<file path="config.mk">
export PLATFORM = sky130hd
export DESIGN_NAME = phase_sequencer
export DESIGN_NICKNAME = d
export VERILOG_FILES = /design/src/rtl/phase_sequencer.sv
export SDC_FILE = /design/constraint.sdc
export NUM_CORES = 1
export LEC_CHECK = 0
export ABC_AREA = 1
export CELL_PAD_IN_SITES_DETAIL_PLACEMENT = 1
export CELL_PAD_IN_SITES_GLOBAL_PLACEMENT = 2
export CORE_MARGIN = 10
export CORE_UTILIZATION = 30
export CTS_CLUSTER_DIAMETER = 50
export CTS_CLUSTER_SIZE = 30
export DETAILED_ROUTE_END_ITERATION = 12
export HOLD_SLACK_MARGIN = 0.15
export PLACE_DENSITY = 0.82
export SETUP_SLACK_MARGIN = 0.5
export SLEW_MARGIN = 15
export SYNTH_ARGS = -nofsm -noshare
export SYNTH_HDL_FRONTEND = slang
export SYNTH_SLANG_ARGS = --single-unit
</file>
<file path="constraint.sdc">
create_clock -name clk -period 3.8 [get_ports clk]
set_input_delay 0.57 -clock clk [delete_from_list [all_inputs] [get_ports clk]]
set_output_delay 0.57 -clock clk [all_outputs]
set_load 0.005 [all_outputs]
</file>
<file path="src/rtl/phase_sequencer.sv">
// phase_sequencer: power-up style sequencer that holds a bank of downstream
// phase modules in reset, waits INIT_CYCLES, then releases them one at a time.
// Each phase either lasts a fixed number of cycles (timed) or waits for its
// completion strobe (handshake, bounded by TIMEOUT).
//
// Ports:
//   clk, rst     clock, asynchronous active-high reset
//   start        begin/restart request (accepted in IDLE or DONE)
//   abort        return to IDLE from any state; wins over everything else
//   phase_len    per-phase cycle length, field i = [i*CNT_W +: CNT_W]
//   phase_mode   per-phase mode, 0 = timed, 1 = handshake
//   phase_done   per-phase completion strobe
//   phase_rst    per-phase reset hold (1 = held in reset)
//   cur_phase    index of the active phase
//   busy         high in INIT or RUN
//   all_done     high in DONE
//   error        high in ERROR (handshake timeout)
module phase_sequencer #(
  parameter int unsigned NUM_PHASES  = 3,
  parameter int unsigned CNT_W       = 10,
  parameter int unsigned INIT_CYCLES = 4,
  parameter int unsigned TIMEOUT     = 1000,
  localparam int unsigned PH_W = (NUM_PHASES > 1) ? $clog2(NUM_PHASES) : 1
) (
  input  logic                        clk,
  input  logic                        rst,
  input  logic                        start,
  input  logic                        abort,
  input  logic [NUM_PHASES*CNT_W-1:0] phase_len,
  input  logic [NUM_PHASES-1:0]       phase_mode,
  input  logic [NUM_PHASES-1:0]       phase_done,
  output logic [NUM_PHASES-1:0]       phase_rst,
  output logic [PH_W-1:0]             cur_phase,
  output logic                        busy,
  output logic                        all_done,
  output logic                        error
);

  localparam logic [PH_W-1:0]  LAST_PHASE = PH_W'(NUM_PHASES - 1);
  localparam logic [CNT_W-1:0] INIT_LAST  = CNT_W'(INIT_CYCLES - 1);
  localparam logic [CNT_W-1:0] TMO_LAST   = CNT_W'(TIMEOUT - 1);

  typedef enum logic [2:0] {
    S_IDLE,
    S_INIT,
    S_RUN,
    S_DONE,
    S_ERROR
  } state_e;

  state_e                      state_q, state_d;
  logic [CNT_W-1:0]            cnt_q, cnt_d;
  logic [PH_W-1:0]             cur_phase_q, cur_phase_d;
  logic [NUM_PHASES-1:0]       phase_rst_q, phase_rst_d;
  logic                        busy_q, busy_d;
  logic                        all_done_q, all_done_d;
  logic                        error_q, error_d;
  logic [NUM_PHASES*CNT_W-1:0] len_cfg_q, len_cfg_d;
  logic [NUM_PHASES-1:0]       mode_cfg_q, mode_cfg_d;

  logic [CNT_W-1:0] sel_len;
  logic [CNT_W-1:0] sel_last_cnt;
  logic             sel_mode;
  logic             sel_done;
  logic             advance;
  logic             timeout;

  // Cumulative release: phases 0..p enabled, everything above still held.
  function automatic logic [NUM_PHASES-1:0] run_mask(input logic [PH_W-1:0] p);
    logic [NUM_PHASES-1:0] m;
    m = '1;
    for (int i = 0; i < NUM_PHASES; i++) begin
      m[i] = (PH_W'(i) > p);
    end
    return m;
  endfunction

  // Select the latched config and done strobe of the active phase.
  always_comb begin
    sel_len  = '0;
    sel_mode = 1'b0;
    sel_done = 1'b0;
    for (int i = 0; i < NUM_PHASES; i++) begin
      if (PH_W'(i) == cur_phase_q) begin
        sel_len  = len_cfg_q[i*CNT_W +: CNT_W];
        sel_mode = mode_cfg_q[i];
        sel_done = phase_done[i];
      end
    end
    // A zero length behaves like a length of one.
    sel_last_cnt = (sel_len == '0) ? '0 : (sel_len - CNT_W'(1));
    advance      = sel_mode ? sel_done : (cnt_q == sel_last_cnt);
    // Done arriving on the timeout cycle still counts as done.
    timeout      = sel_mode && !sel_done && (cnt_q == TMO_LAST);
  end

  // Next-state and registered-output logic.
  always_comb begin
    state_d     = state_q;
    cnt_d       = cnt_q;
    cur_phase_d = cur_phase_q;
    phase_rst_d = phase_rst_q;
    busy_d      = busy_q;
    all_done_d  = all_done_q;
    error_d     = error_q;
    len_cfg_d   = len_cfg_q;
    mode_cfg_d  = mode_cfg_q;

    unique case (state_q)
      S_IDLE, S_DONE: begin
        if (start) begin
          state_d     = S_INIT;
          cnt_d       = '0;
          cur_phase_d = '0;
          phase_rst_d = '1;
          busy_d      = 1'b1;
          all_done_d  = 1'b0;
          len_cfg_d   = phase_len;
          mode_cfg_d  = phase_mode;
        end
      end

      S_INIT: begin
        if (cnt_q == INIT_LAST) begin
          state_d     = S_RUN;
          cnt_d       = '0;
          cur_phase_d = '0;
          phase_rst_d = run_mask('0);
        end else begin
          cnt_d = cnt_q + CNT_W'(1);
        end
      end

      S_RUN: begin
        if (advance) begin
          cnt_d = '0;
          if (cur_phase_q == LAST_PHASE) begin
            state_d     = S_DONE;
            phase_rst_d = '0;
            busy_d      = 1'b0;
            all_done_d  = 1'b1;
          end else begin
            cur_phase_d = cur_phase_q + PH_W'(1);
            phase_rst_d = run_mask(cur_phase_q + PH_W'(1));
          end
        end else if (timeout) begin
          state_d     = S_ERROR;
          cnt_d       = '0;
          phase_rst_d = '1;
          busy_d      = 1'b0;
          error_d     = 1'b1;
        end else begin
          cnt_d = cnt_q + CNT_W'(1);
        end
      end

      S_ERROR: begin
        // Held until abort or reset; start is deliberately ignored.
      end

      default: begin
        state_d = S_IDLE;
      end
    endcase

    // Abort overrides whatever the state logic decided this cycle.
    if (abort) begin
      state_d     = S_IDLE;
      cnt_d       = '0;
      cur_phase_d = '0;
      phase_rst_d = '1;
      busy_d      = 1'b0;
      all_done_d  = 1'b0;
      error_d     = 1'b0;
      len_cfg_d   = len_cfg_q;
      mode_cfg_d  = mode_cfg_q;
    end
  end

  // State and output registers.
  always_ff @(posedge clk or posedge rst) begin
    if (rst) begin
      state_q     <= S_IDLE;
      cnt_q       <= '0;
      cur_phase_q <= '0;
      phase_rst_q <= '1;
      busy_q      <= 1'b0;
      all_done_q  <= 1'b0;
      error_q     <= 1'b0;
      len_cfg_q   <= '0;
      mode_cfg_q  <= '0;
    end else begin
      state_q     <= state_d;
      cnt_q       <= cnt_d;
      cur_phase_q <= cur_phase_d;
      phase_rst_q <= phase_rst_d;
      busy_q      <= busy_d;
      all_done_q  <= all_done_d;
      error_q     <= error_d;
      len_cfg_q   <= len_cfg_d;
      mode_cfg_q  <= mode_cfg_d;
    end
  end

  assign phase_rst = phase_rst_q;
  assign cur_phase = cur_phase_q;
  assign busy      = busy_q;
  assign all_done  = all_done_q;
  assign error     = error_q;

endmodule

</file>
# Word level (Yosys, flattened, before mapping)
# Index checks and enable logic that the tools add are counted.
# totals
ff_bits	54
output_inout_bits	8
wordCells	106
# op_classes
add_sub_neg	3
n_lt_le_gt_ge	3
eq_ne	19
muxes	52
bitwise_logic	1
n_reduce_logical	19
# op_table
op	count
$mux 10	9
$mux 3	12
$pmux 10 s3	1
$mux 1	20
$ne 3x3->1 const B	5
$pmux 3 s4	1
$reduce_and 4->1	3
$add 10x1->10 const B	1
$eq 10x10->1	1
$eq 10x10->1 const B	1
$eq 10x2->1 const B	1
$logic_not 10->1	1
$mux 2	5
$reduce_and 5->1	2
$sub 10x1->10 const B	1
$pmux 3 s3	1
$ne 4x4->1 const B	2
$eq 3x2->1 const B	2
$pmux 2 s3	1
$reduce_and 3->1	2
$gt 1x2->1 const A	2
$ne 2x2->1 const B	2
$pmux 1 s2	2
$reduce_bool 2->1	2
16 further kinds	17

# Longest topological paths before layout
# Gate-level depths: netlist of the first run.
# logic_depth
ltp_word	11
depth_mapped	26
depth_no_buf	25

# Worst setup path before layout of the first run
# No wires, ideal clock.
# synth_timing
path_type	flip-flop to flip-flop
start	reg cur_phase_q[0], in the netlist cur_phase[0]
end	reg cnt_q[2]
setup_ns	0.137
arrival_time_ns	2.728
required_time_ns	3.663
setup_slack_ns	0.935
stages_incl_launch_ff	22
n_path_buf	2
synth_period_minus_slack_ns	2.865
cell_sequence	dfrtp_1 inv_1 ha_1 buf_6 inv_2 nand2_1 o21ai_4 ha_1 nand2_2 nor2_4 nand3_4 buf_6 nand2_1 nand2_1 nand2_1 nand3_2 nor2_2 nand4_2 nand2_2 o21bai_2 nand2_2 o22ai_1
# synth_via
elab_chain_len	11
# synth_rtl
item	line_no	rtl
from (decl)	53	logic [PH_W-1:0] cur_phase_q, cur_phase_d;
from (signal assigned)	195	cur_phase_q <= cur_phase_d;
$logic_not 2->1	84	if (PH_W'(i) == cur_phase_q) begin
$mux 10 / $mux 1 (equally long branches) (3 in series)	84	
$sub 10x1->10 (tied with other cells)	91	sel_last_cnt = (sel_len == '0) ? '0 : (sel_len - CNT_W'(1));
$mux 10 / $logic_and 1x1->1 (equally long branches)	91, 94	
$eq 10x10->1 / $logic_and 1x1->1 (equally long branches)	92, 94	
$mux 1 / $mux 10 (equally long branches)	92, 146	
$mux 10 (*)	135	if (advance) begin
$pmux 10 s3 (*)	109	unique case (state_q)
$mux 10 (*)	167	if (abort) begin
to (signal assigned)	194	cnt_q <= cnt_d;
to (decl)	52	logic [CNT_W-1:0] cnt_q, cnt_d;
# Every way passes the cells marked *; elsewhere a longest branch is shown, timed or not.
# A chain may end at the register's enable or synchronous reset.

# Worst setup path after layout of the first run
# layout_timing
start	reg cur_phase_q[1], in the netlist cur_phase[1]
end	reg busy_q, in the netlist busy
# layout_via
elab_chain_len	11
# layout_rtl
item	line_no	rtl
$logic_not 2->1	84	
$mux 10 (3 in series)	84	
$sub 10x1->10 / $logic_not 10->1 (equally long branches)	91	
$mux 10	91	
$eq 10x10->1	92	advance = sel_mode ? sel_done : (cnt_q == sel_last_cnt);
$mux 1	92	
$mux 1	135	
$pmux 1 s2	109	
$mux 1	167	
to (signal assigned)	197	busy_q <= busy_d;
to (decl)	55	logic busy_q, busy_d;
# Parallel ways exist; a longest one is shown, timed or not.

==> results of run 1 <==
## through the flow
stage / setup slack [ps] / instances / hold slack (ps)
final: 691 / 688 / 471
after global routing: 450 / 688 / 497
after detailed placement: 236 / 664 / 459
after floorplan: 935 / 483 / 449
after global placement: 411 / 664 / 453
after CTS: 538 / 678 / 479
## flip-flops by register name (all words and copies together), names as in the netlist
signal,flops
error,1
state_q,3
cur_phase,2
busy,1
all_done,1
cnt_q,10
phase_rst,3
len_cfg_q,30
mode_cfg_q,3
## synth_stat cells, types with 5 or more instances
cell and n:
nand2_1 188, o22ai_1 9, a21oi_1 11, clkbuf_1 6, a21oi_2 5, nand3_1 29, nor3_1 6, nand4_1 8
ha_1 6, nor2_1 33, inv_1 56, nand2_2 15, dfrtp_1 51, o21ai_0 18
## kinds of logic after synthesis
kind of cell               count (synthesis)
buffers and inverters                     72
xor gates and xnor gates                   4
and+or+nand+nor                          295
adders and majority gates                  6
DFF                                       54
AOI/OAI and AO/OA                         52
## placed cells by master, fill, tap and decap left out, drive strengths merged
cell / Yosys / routed
clkinvlp: 0 / 1
clkbuf: 6 / 6
nand2: 203 / 203
a21oi: 16 / 16
dfstp: 3 / 3
buf: 5 / 20
a31oi: 1 / 1
nand3: 33 / 34
clkdlybuf4s50: 0 / 47
o21ai: 23 / 23
nor2: 39 / 39
or2: 3 / 3
xor2: 4 / 4
nor3: 6 / 6
o22ai: 9 / 9
nor4: 2 / 2
a21boi: 1 / 1
nand4: 9 / 9
o21bai: 1 / 1
ha: 6 / 6
inv: 59 / 59
a22o: 1 / 1
dfrtp: 51 / 51
clkinv: 2 / 3
## power by group through the flow
stage	Combinational (uW)	Clock [uW]	Sequential, uW
after global placement	1510	0	928
after detailed placement	1560	0	934
after global routing	2000	377	948
final	1740	341	922
after floorplan	1150	0	893
after CTS	1600	353	921
## worst max path at each step
stage          endpoint          from  cells after the start  slack [ps]
2_1_floorplan  cnt_q[2]  cur_phase[0]                     21         930
5_1_grt            busy  cur_phase[1]                     22         450
3_5_place_dp   cnt_q[9]  cur_phase[0]                     19         240
6_report           busy  cur_phase[1]                     22         690
4_1_cts            busy  cur_phase[1]                     22         540
3_3_place_gp   cnt_q[6]  cur_phase[0]                     19         410
## layout make-up
type	instances	area, um^2
flip-flops and latches	54	1360
clock buffers	6	82.6
fillers	1376	6540
inverters	61	234
repair buffers	67	633
well taps	140	175
multi-input cells	358	1850
clock inverters	2	12.5
## what timing repair did
item / CTS / global route
pin swaps: 2 / 9
buffers inserted: 6 / 9
resized for setup: 8 / 24
cloned: 0 / 1
endpoints found under the setup margin: 20 / 20
## tightest hold or removal path: stages, from the launching register on
cell and delay (ps):
dfstp_2 380, nand2_1 50, nand2_1 40
## layer usage
metal	global-route usage [%]	vias to the layer above	part of all wire, %	routed length [um]
li1	-	1643	-	-
met1	15.7	1573	46	4700
met2	22.7	33	50	5050
met3	2.60	6	3.2	327
met4	3.15	0	0.97	99
met5	0	-	0	0
==> results.sh, run 1 <==
export IMPL_fin_total_pwr_uw=3000
export IMPL_fp_dieArea_um2=15800
export IMPL_hold_violations=0
export IMPL_peakVddDrop_mv=0.245
export IMPL_synth_compound_area_share_pct=9.38
export IMPL_min_delay_worst_endpoint="phase_rst[1]"
export IMPL_critPathMostFrequentCell="nand2_1"
export IMPL_initial_core_util_pct=30.9
export IMPL_synth_top_area_share_pct=37.9
export IMPL_hpwl_mm=7.97
export IMPL_fp_dieH_um=126
export IMPL_yosys_warnings=0
export IMPL_avgSynthCellArea_um2=6.96
export IMPL_synth_top_family_by_area="simple AND/OR/NAND/NOR gates"
export IMPL_ys_types=33
export IMPL_grt_max_degree=36
export IMPL_ios=48
export IMPL_p_sw_share_pct=47.3
export IMPL_yosys_area_share_xor_xnor_pct=1.04
export IMPL_syn_num_nets=529
export IMPL_htree_levels=2
export IMPL_routed_wl_mm=10.2
export IMPL_synthArstFlopShare_pct=100
export IMPL_cts_tree="yes"
export IMPL_max_freq_mhz=322
export IMPL_synthMuxAreaShare_pct=0
export IMPL_routabilityCongestion=0.817
export IMPL_drv_cap=0
export IMPL_synth_area_leaders="dfrtp_1, nand2_1, inv_1"
export IMPL_drc_errors=0
export IMPL_period_share_pct=81.8
export IMPL_path_cells="buf_4 > ha_4 > inv_4 > nand2_1 > o21ai_4 > ha_4 > nand2_2 > nor2_4 > nand3_4 > buf_4 > nand2_1 > nand2_1 > nand2_1 > nand3_2 > nor2_4 > nand4_4 > nand3_4 > nand2_2 > nand2_4 > nand3_1 > nand2_1 > nand2_1"
export IMPL_power_leakage_uw=0.00211
export IMPL_crit_arrival_ps=3310
export IMPL_final_layout_size_suffix_gt1_share_pct=16.4
export IMPL_setup_viol=0
export IMPL_antenna_found_initial=0
export IMPL_crit_required_ps=4000
export IMPL_cts_sinks=54
export IMPL_yosys_area_share_adder_pct=2.23
export IMPL_portBuffers=47
export IMPL_path_delay_family="simple AND/OR/NAND/NOR gates"
export IMPL_post_drt_wl_per_cell_um=14.8
export IMPL_cp_max_fo=7
export IMPL_holdPathStages=2
export IMPL_yosys_most_used_dff="dfrtp_1"
export IMPL_r2r_cells=22
export IMPL_crit_path_end_kind="flip-flop"
export IMPL_maxSlewHeadroom_pct=53.4
export IMPL_rsz0062_at_grt="no"
export IMPL_status="finished, final reports clean"
export IMPL_grt_ovfl_total=0
export IMPL_syn2layout_area_growth_pct=29.2
export IMPL_setup_tns_ps=0
export IMPL_worst_pin_slew_ps=698
export IMPL_min_from="phase_rst[1]"
export IMPL_min_path_type="flip-flop to flip-flop"
export IMPL_reg2reg_to="busy"
export IMPL_period_needed_ps=3110
export IMPL_critPathKind="flip-flop to flip-flop"
export IMPL_rr_startpoint="cur_phase[1]"
export IMPL_grt_first_pass_wirelength_mm=17.4
export IMPL_ff2ff_setup_slack_ps=690
export IMPL_final_util_pct=39.9
export IMPL_vias=3255
export IMPL_pwr_share_seq_pct=30.7
export IMPL_drt_iter0_drc=91
export IMPL_path_buf_inv=3
export IMPL_synthSimpleGateAreaFrac_pct=38.3
export IMPL_cts_buffer_depth=2
export IMPL_dpl_instance_area_um2=3980
export IMPL_power_density_nw_per_um2=691
export IMPL_via_per_inst=4.73
export IMPL_first_pass_iters=4
export IMPL_combPwrFrac_pct=58.0
export IMPL_slowest_stage="dfrtp_2"
export IMPL_ctsHoldBuffers=0
export IMPL_p_sw_uw=1420
export IMPL_postRouteAntennaNets=0
export IMPL_grt_pass1_vias=3507
export IMPL_synth_area_um2=3360
export IMPL_fin_nets=593
export IMPL_tritoncts_num_buffers=5
export IMPL_cts_root_buf="clkbuf_8"
export IMPL_antenna_cells=0
export IMPL_power_internal_uw=1580
export IMPL_clk_pin_slew_worst_paths_ps=100
export IMPL_cp_start_kind="flip-flop"
export IMPL_grt_usage_pct=12.9
export IMPL_clock_skew_ps=10.8
export IMPL_fin_area_um2=4350
export IMPL_ys_seq_area_share_pct=40.3
export IMPL_synth_edf_count=0
export IMPL_rows=38
export IMPL_core_area_um2=10900
export IMPL_clkLatencyLatePin_ps=310
export IMPL_clockPowerShare_pct=11.3
export IMPL_die_w_um=126
export IMPL_synth_largest_area_cell="dfrtp_1"
export IMPL_final_max_slew_viol_count=0
export IMPL_ys_seq_elements=54
export IMPL_postSynthCellCount=483
export IMPL_max_stage_delay_ps=450
Note: power is estimated with default switching activity, not from simulation.
==> inputs of run 2 (changes only) <==
==> constraint.sdc (replaced) <==
create_clock -name clk -period 3.1 [get_ports clk]
set_input_delay 0.465 -clock clk [delete_from_list [all_inputs] [get_ports clk]]
set_output_delay 0.465 -clock clk [all_outputs]
set_load 0.005 [all_outputs]
==> results.sh, run 2 (same netlist as run 1, synthesis figures left out) <==
export IMPL_fin_total_pwr_uw=4240
export IMPL_htree_levels=2
export IMPL_die_w_um=126
export IMPL_fp_dieArea_um2=15800
export IMPL_drc_errors=0
export IMPL_rr_startpoint="cur_phase[1]"
export IMPL_path_cells="inv_4 > ha_4 > inv_4 > nand2_4 > nor2_2 > o21ai_4 > ha_4 > nand2_4 > nor2_4 > nand3_4 > nand4_1 > nand2_1 > inv_2 > nand2_2 > nor2_4 > nand4_4 > nand2_4 > o21bai_4 > nand2_2 > o22ai_1"
export IMPL_fin_nets=610
export IMPL_fp_dieH_um=126
export IMPL_max_stage_delay_ps=460
export IMPL_postRouteAntennaNets=0
export IMPL_antenna_found_initial=0
export IMPL_peakVddDrop_mv=0.323
export IMPL_hpwl_mm=7.97
export IMPL_largest_register="len_cfg_q"
export IMPL_cts_tree="yes"
export IMPL_power_density_nw_per_um2=900
export IMPL_drt_iter0_drc=81
export IMPL_ios=48
export IMPL_rows=38
export IMPL_grt_ovfl_total=0
export IMPL_cts_buffer_depth=2
export IMPL_clock_skew_ps=11.3
export IMPL_routabilityCongestion=0.833
export IMPL_via_per_inst=4.78
export IMPL_largestRegisters="len_cfg_q x30, cnt_q x10"
export IMPL_final_cell_mix="nand2_1, inv_1, dfrtp_1"
export IMPL_vias=3362
export IMPL_p_sw_uw=1970
export IMPL_first_pass_iters=4
export IMPL_largest_reg_flops=30
export IMPL_clk_pin_slew_worst_paths_ps=90
export IMPL_cp_max_fo=8
export IMPL_worst_pin_slew_ps=873
export IMPL_portBuffers=47
export IMPL_power_leakage_uw=0.00228
export IMPL_syn2layout_area_growth_pct=40.1
export IMPL_status="finished, final reports clean"
export IMPL_crit_arrival_ps=3140
export IMPL_slowest_stage="dfrtp_2"
export IMPL_hold_violations=0
export IMPL_p_sw_share_pct=46.4
export IMPL_clkLatencyLatePin_ps=320
export IMPL_power_internal_uw=2270
export IMPL_setup_viol=0
export IMPL_critPathKind="flip-flop to flip-flop"
export IMPL_period_needed_ps=2970
export IMPL_tritoncts_num_buffers=5
export IMPL_drv_cap=0
export IMPL_grt_first_pass_wirelength_mm=18.3
export IMPL_maxSlewHeadroom_pct=41.6
export IMPL_rsz0062_at_grt="yes"
export IMPL_clockPowerShare_pct=11.4
export IMPL_critPathMostFrequentCell="nand2_4"
export IMPL_post_drt_wl_per_cell_um=15.3
export IMPL_cts_root_buf="clkbuf_8"
export IMPL_period_share_pct=95.8
export IMPL_max_freq_mhz=337
export IMPL_reg2reg_to="cnt_q[3]"
export IMPL_combPwrFrac_pct=62.1
export IMPL_core_area_um2=10900
export IMPL_grt_pass1_vias=3713
export IMPL_initial_core_util_pct=30.9
export IMPL_min_from="phase_rst[1]"
export IMPL_ff2ff_setup_slack_ps=130
export IMPL_layout_commonest_cell="nand2_1"
export IMPL_antenna_cells=0
export IMPL_pwr_share_seq_pct=26.5
export IMPL_min_delay_worst_endpoint="phase_rst[1]"
export IMPL_routed_wl_mm=10.8
export IMPL_crit_path_end_kind="flip-flop"
export IMPL_setup_tns_ps=0
export IMPL_min_path_type="flip-flop to flip-flop"
export IMPL_r2r_cells=20
export IMPL_cp_start_kind="flip-flop"
export IMPL_grt_max_degree=46
export IMPL_crit_required_ps=3270
export IMPL_final_max_slew_viol_count=0
export IMPL_grt_usage_pct=13.7
export IMPL_cts_sinks=54
export IMPL_holdPathStages=2
export IMPL_final_layout_size_suffix_gt1_share_pct=25.4
==> run 2: power groups by stage <==
| stage | clock, uW | sequential, uW | combinational, uW |
|---|---|---|---|
| after floorplan | 0 | 1100 | 1510 |
| after global placement | 0 | 1140 | 1970 |
| after detailed placement | 0 | 1140 | 2040 |
| after CTS | 504 | 1130 | 2440 |
| after global routing | 526 | 1160 | 2970 |
| final | 483 | 1130 | 2630 |
==> run 2: per-layer routing <==
layer  global-route usage (%)  wire, um  vias to the layer above
li1                         -         -                     1679
met1                     16.6      4900                     1637
met2                     24.1      5490                       36
met3                     2.22       248                       10
met4                     4.15       138                        0
met5                        0         0                        -
==> run 2: final cells by class <==
type / count / area, um^2
inverters: 61 / 239
clock buffers: 5 / 68.8
fillers: 1341 / 6170
clock inverters: 2 / 38.8
flip-flops and latches: 54 / 1360
repair buffers: 83 / 768
well taps: 140 / 175
multi-input cells: 359 / 2070
==> run 2: critical path: cells and delay by family, from the launching register on <==
family,cells,cell delay [ps]
fa+ha+maj,2,370
buf+inv,3,190
compound gates,3,340
simple gates,12,1430
flops,1,460
==> run 2: how the worst max path moves through the flow <==
stage	slack (ps)	startpoint	end
final	130	cur_phase[1]	cnt_q[3]
after global placement	100	cur_phase[0]	busy
after floorplan	380	cur_phase[1]	state_q[2]
after global routing	-90	cur_phase[1]	cnt_q[3]
after detailed placement	-30	cur_phase[1]	cnt_q[2]
after CTS	210	cur_phase[1]	busy
==> run 2: repair_timing <==
item | in CTS | in global routing
gates cloned | 1 | 1
buffers inserted | 25 | 5
setup endpoints to repair | 20 | 20
hold buffers | 0 | 0
gates resized for setup | 33 | 31
pin swaps | 29 | 26
==> run 2: per-stage QoR <==
stage / cells / cell area (um^2) / worst slack [ps] / hold slack, ps / utilization, %
6_report: 704 / 4710 / 130 / 470 / 43.3
5_1_grt: 704 / 4710 / -88.2 / 492 / 43.3
4_1_cts: 698 / 4540 / 213 / 478 / 41.7
3_5_place_dp: 665 / 4100 / -33.6 / 465 / 37.7
3_3_place_gp: 665 / 4100 / 99.2 / 452 / 37.7
2_1_floorplan: 483 / 3470 / 378 / 449 / -
